[config.mk]
export PLATFORM = sky130hd
export DESIGN_NAME = zbt_addr_arbiter
export DESIGN_NICKNAME = d
export VERILOG_FILES = /design/src/rtl/zbt_addr_arbiter.sv
export SDC_FILE = /design/constraint.sdc
export NUM_CORES = 1
export LEC_CHECK = 0
export CORE_ASPECT_RATIO = 0.7
export CORE_MARGIN = 4
export CORE_UTILIZATION = 40
export DETAILED_ROUTE_END_ITERATION = 16
export MAX_ROUTING_LAYER = met4
export PLACE_DENSITY = 0.77
export REMOVE_ABC_BUFFERS = 1
export SLEW_MARGIN = 20
export SYNTH_ARGS = -nofsm -noshare
export SYNTH_HDL_FRONTEND = slang
export SYNTH_SLANG_ARGS = --single-unit
export TNS_END_PERCENT = 20
[constraint.sdc]
create_clock -name clk -period 1.6 [get_ports clk]
set_input_delay 0.16 -clock clk [delete_from_list [all_inputs] [get_ports clk]]
set_output_delay 0.16 -clock clk [all_outputs]
set_load 0.01 [all_outputs]
[src/rtl/zbt_addr_arbiter.sv]
// ----------------------------------------------------------------------------
// zbt_addr_arbiter
//   Round-robin arbiter for the shared 19-bit ZBT address path. Four
//   requesters (video read, write-back, two DMA clients) compete for the
//   registered 4:1 address mux. One requester holds the grant for a bounded
//   burst. The arbiter drives the mux select and produces a valid/owner strobe
//   that lines up with the mux's registered output Y.
//
// Parameters
//   BURST_MAX  maximum beats per grant before a forced release (1..255)
//   MUX_LAT    pipeline depth of the downstream select mux (1..4)
//
// Ports
//   clk         system clock; all logic runs on posedge
//   reset_n     asynchronous active-low reset
//   req[3:0]    per-requester request; held high while beats remain
//   last[3:0]   final-beat marker; only the granted requester's bit matters
//   grant[3:0]  one-hot grant; a beat moves when grant[i] & req[i]
//   sel[1:0]    mux select: index of the current or most recent grantee
//   busy        high while a grant is held
//   addr_valid  mux output Y holds the address of a granted beat
//   addr_owner  requester index for the address currently on Y
// ----------------------------------------------------------------------------
module zbt_addr_arbiter #(
    parameter int unsigned BURST_MAX = 16,
    parameter int unsigned MUX_LAT   = 1
) (
    input  logic       clk,
    input  logic       reset_n,
    input  logic [3:0] req,
    input  logic [3:0] last,
    output logic [3:0] grant,
    output logic [1:0] sel,
    output logic       busy,
    output logic       addr_valid,
    output logic [1:0] addr_owner
);

    localparam int unsigned N_REQ = 4;
    localparam int unsigned IDX_W = 2;
    // A single-beat burst still needs a one-bit counter to keep widths legal.
    localparam int unsigned CNT_W = (BURST_MAX > 1) ? $clog2(BURST_MAX) : 1;

    localparam logic [0:0] ST_IDLE = 1'b0;
    localparam logic [0:0] ST_BUSY = 1'b1;

    // ------------------------------------------------------------------------
    // State
    // ------------------------------------------------------------------------
    logic [0:0]       state;
    logic [0:0]       state_nxt;
    logic [IDX_W-1:0] ptr;
    logic [IDX_W-1:0] ptr_nxt;
    logic [CNT_W-1:0] cnt;
    logic [CNT_W-1:0] cnt_nxt;
    logic [N_REQ-1:0] grant_nxt;
    logic [IDX_W-1:0] sel_nxt;
    logic             busy_nxt;

    // Delay lines that track the mux register stages.
    logic [MUX_LAT-1:0]            valid_pipe;
    logic [MUX_LAT-1:0][IDX_W-1:0] owner_pipe;

    // ------------------------------------------------------------------------
    // Combinational helpers
    // ------------------------------------------------------------------------
    logic             win_found_c;
    logic [IDX_W-1:0] win_idx_c;
    logic             beat_c;
    logic             last_beat_c;
    logic             cap_beat_c;

    // Round-robin search starting just after the last grantee. Adding 4 to
    // the 2-bit pointer wraps back to the pointer itself, so the last
    // candidate checked is the previous owner.
    always_comb begin
        win_found_c = 1'b0;
        win_idx_c   = '0;
        for (int k = 1; k <= int'(N_REQ); k++) begin
            if (!win_found_c && req[ptr + IDX_W'(k)]) begin
                win_found_c = 1'b1;
                win_idx_c   = ptr + IDX_W'(k);
            end
        end
    end

    // A beat moves only while a grant is held and its owner still requests.
    always_comb begin
        beat_c      = busy && (|(grant & req));
        last_beat_c = beat_c && (|(grant & req & last));
        cap_beat_c  = beat_c && (cnt == CNT_W'(BURST_MAX - 1));
    end

    // ------------------------------------------------------------------------
    // FSM state register
    // ------------------------------------------------------------------------
    always_ff @(posedge clk or negedge reset_n) begin
        if (!reset_n) begin
            state <= ST_IDLE;
            ptr   <= IDX_W'(N_REQ - 1);
            cnt   <= '0;
            grant <= '0;
            sel   <= '0;
            busy  <= 1'b0;
        end else begin
            state <= state_nxt;
            ptr   <= ptr_nxt;
            cnt   <= cnt_nxt;
            grant <= grant_nxt;
            sel   <= sel_nxt;
            busy  <= busy_nxt;
        end
    end

    // ------------------------------------------------------------------------
    // FSM next state and next registered outputs
    // ------------------------------------------------------------------------
    always_comb begin
        state_nxt = state;
        ptr_nxt   = ptr;
        cnt_nxt   = cnt;
        grant_nxt = grant;
        sel_nxt   = sel;
        busy_nxt  = busy;

        case (state)
            ST_IDLE: begin
                // The idle cycle doubles as the mux turnaround bubble.
                if (win_found_c) begin
                    state_nxt = ST_BUSY;
                    grant_nxt = N_REQ'(1) << win_idx_c;
                    sel_nxt   = win_idx_c;
                    busy_nxt  = 1'b1;
                    ptr_nxt   = win_idx_c;
                    cnt_nxt   = '0;
                end
            end

            ST_BUSY: begin
                // Release covers withdrawal, the owner's last beat and the
                // burst cap; new requests wait for the following idle cycle.
                if (!beat_c || last_beat_c || cap_beat_c) begin
                    state_nxt = ST_IDLE;
                    grant_nxt = '0;
                    busy_nxt  = 1'b0;
                    cnt_nxt   = '0;
                end else begin
                    cnt_nxt = cnt + CNT_W'(1);
                end
            end

            default: begin
                state_nxt = ST_IDLE;
                grant_nxt = '0;
                busy_nxt  = 1'b0;
                cnt_nxt   = '0;
            end
        endcase
    end

    // ------------------------------------------------------------------------
    // Valid/owner pipeline matching the mux register depth
    // ------------------------------------------------------------------------
    always_ff @(posedge clk or negedge reset_n) begin
        if (!reset_n) begin
            valid_pipe <= '0;
            owner_pipe <= '0;
        end else begin
            valid_pipe[0] <= beat_c;
            owner_pipe[0] <= sel;
            for (int k = 1; k < int'(MUX_LAT); k++) begin
                valid_pipe[k] <= valid_pipe[k-1];
                owner_pipe[k] <= owner_pipe[k-1];
            end
        end
    end

    assign addr_valid = valid_pipe[MUX_LAT-1];
    assign addr_owner = owner_pipe[MUX_LAT-1];

endmodule

==> impl_metrics.yaml <==
yosys:
  synth.most_common_cell: "dfrtp_1"
  synth_seq_cells: 17
  muxShareOfSynthArea_pct: 0
  ys_types: 36
  synth-simple-area-share_pct: 22.6
  synth_top_family_by_area: "compound AO/OA/AOI/OAI gates"
  synthCells: 87
  synth-xor-area-share_pct: 0
  ys_top_cells_by_count: "dfrtp_1 (15), nand2_1 (9), nor2_1 (6)"
  synth_adder_area_share_pct: 1.41
  synth_edf_count: 0
  async_reset_ff_share_pct: 100
  synth_top_area_share_pct: 42.4
  yosysTopAreaCell: "dfrtp_1"
  synth-compound-area-share_pct: 24.3
  yosysWarnings: 0
  post_synth_main_area_contributors: "dfrtp_1 (42%), dfstp_2 (5.9%), a22o_1 (4.0%)"
  ys.flop_type: "dfrtp_1"
  netlist_area_um2: 886
  syn_area_per_cell_um2: 10.2
  yosysSeqAreaShare_pct: 48.3
floorplanning:
  die_w_um: 64.2
  ioPinCount: 20
  die_h_um: 47.4
  core_area_um2: 1970
  start_util_pct: 45.0
  dieArea_um2: 3040
  rows: 13
drt:
  dr.pass1.iters: 4
  routedWlPerCell_um: 18.0
  avgViaCountPerCell: 5.95
  drt_iter0_drc: 65
  route.vias.total: 988
  route.detailed.drc: 0
  ant_nets: 0
  wl_um: 2990
cells_and_area:
  final_core_util_pct: 72.0
  area_growth_pct: 59.9
  fin_area_um2: 1420
  nNetsFinal: 148
  antenna_cells: 0
  drive_above_1_share_pct: 37.5
placement:
  io_buffer_count: 19
  dp_hpwl_um: 1960
  dpl-instance-area_um2: 1290
  dpl_worst_slack_ns: -0.469
  gp_routability_congestion: 0.887
sta:
  max_freq_mhz: 564
  finalMaxSlewViolations: 0
  relSlewSlack_pct: 67.1
  fin_crit_ns: 1.77
  finalCritPeriodShare_pct: 111
  setup_tns_ns: -1.10
  worst_slew_pin_slew_ns: 0.492
  rsz0062_at_grt: "true"
  finalClockSkew_ns: 0.00429
  layout_setup_ws_ns: -0.174
  setup_viol: 10
  hold_viol_final: 0
global_route:
  grt_pass1_wl_um: 4640
  antenna_found_initial: 0
  grtUsageTotal_pct: 21.2
  grt_pass1_vias: 943
  grt_max_degree: 18
  grt_overflow_total: 0
worst_setup_path:
  arrival_ns: 1.98
  crit_type: "reg -> reg"
  critPathMaxStageDelay_ns: 0.42
  crit_required_ns: 1.80
  endpoint_kind: "flop"
  critPathSlowestCell: "dfrtp_1"
  startpoint_type: "flop"
  path_max_fanout: 4
  crit_chain: "buf_6 > a22o_1 > o211ai_1 > buf_4 > o31ai_4 > a31o_2"
clock_tree:
  clk_pin_slew_ns: 0.11
  htreeDepth: 1
  tritoncts: "done"
  cts_buffers: 3
  root_buffer: "clkbuf_4"
  cts.sinks: 17
  clockBufferDepth: 2
  insertion_delay_ns: 0.30
run:
  drv_cap: 0
power_and_ir_drop:
  p_per_area_nw_per_um2: 1680
  irDropWorstVdd_mv: 1.12
  p_leak_uw: 0.000630
status:
  status: "finished with violations"
  violations: "negative setup slack"
hold_path:
  hp-class: "in -> async"
==> worst paths after layout <==
check,slack [ns],endpoint,startpoint,cells past startpoint
worst max-delay path,-0.17,grant[1],grant[3],6
worst min-delay path,0.16,addr_valid,reset_n,2
worst max register to register,-0.17,grant[1],grant[3],6
worst min register to register,0.41,addr_owner[1],sel[1],0
max in group asynchronous,1.17,ptr[0],reset_n,2
min in group clk,0.41,addr_owner[1],sel[1],0
==> report_power, final <==
group	switching, µW	leakage (µW)	internal, µW
combinational	629	0.000402	747
clock	154	0.0000139	95.2
sequential	135	0.000214	613
total	918	0.000630	1450
==> cells by family after synthesis <==
logic type,count (synthesis)
AO/OA/AOI/OAI,29
adder cells (fa/ha/maj),1
buffers and inverters,5
flip-flops,17
AND/OR/NAND/NOR,35
==> what timing repair did <==
item | in CTS | in global routing
gates resized for setup | 8 | 10
setup buffers | 0 | 2
hold buffers | 0 | 0
cloned | 0 | 0
pin swaps | 5 | 6
setup endpoints to repair | 13 | 13
==> final cells by class <==
class | count | area, µm²
clock buffers | 3 | 22.5
clock inverters | 1 | 7.51
fillers | 140 | 552
inverters | 3 | 11.3
multi-input cells | 65 | 505
flip-flops and latches | 17 | 428
well taps | 30 | 37.5
repair buffers | 47 | 404
==> layer usage <==
layer,track usage [%],vias to the layer above,wire [µm],share of wire [%]
li1,-,424,-,-
met1,24.3,471,1240,42
met2,35.2,71,1340,45
met3,6.70,22,284,9.5
met4,8.82,0,121,4.0
met5,-,-,0,0
==> cell usage in the layout, fill, tap and decap left out, types with 2 or more instances in the layout <==
cell,n
a21o_1,3
o21ai_1,3
nand2_1,9
clkbuf_4,3
dfstp_2,2
a21oi_1,4
nand2b_1,3
buf_4,27
nand3_1,2
or4_4,3
nor4_1,2
nor2_1,6
inv_1,3
clkdlybuf4s50_1,19
a22o_1,4
and3_4,2
dfrtp_1,15
==> registers in the layout (all words and copies together) (netlist names) <==
register / cells
busy: 1
addr_owner: 2
state: 1
addr_valid: 1
grant: 4
ptr: 2
sel: 2
cnt: 4
==> per-stage QoR <==
| stage | power, µW | hold WS (ns) | std cells |
|---|---|---|---|
| 6_report | 2370 | 0.164 | 166 |
| 5_1_grt | 2500 | 0.182 | 166 |
| 4_1_cts | 2230 | 0.173 | 164 |
| 3_5_place_dp | 1900 | 0.389 | 160 |
| 3_3_place_gp | 1860 | 0.382 | 160 |
| 2_1_floorplan | 1220 | -0.136 | 85 |
==> worst max-delay path: cells and delay by family, from the launching register on <==
| family | cells | cell delay [ns] |
|---|---|---|
| flops | 1 | 0.42 |
| buf+inv | 2 | 0.35 |
| compound gates | 4 | 0.91 |
No activity file was read; power rests on OpenSTA's default activity.
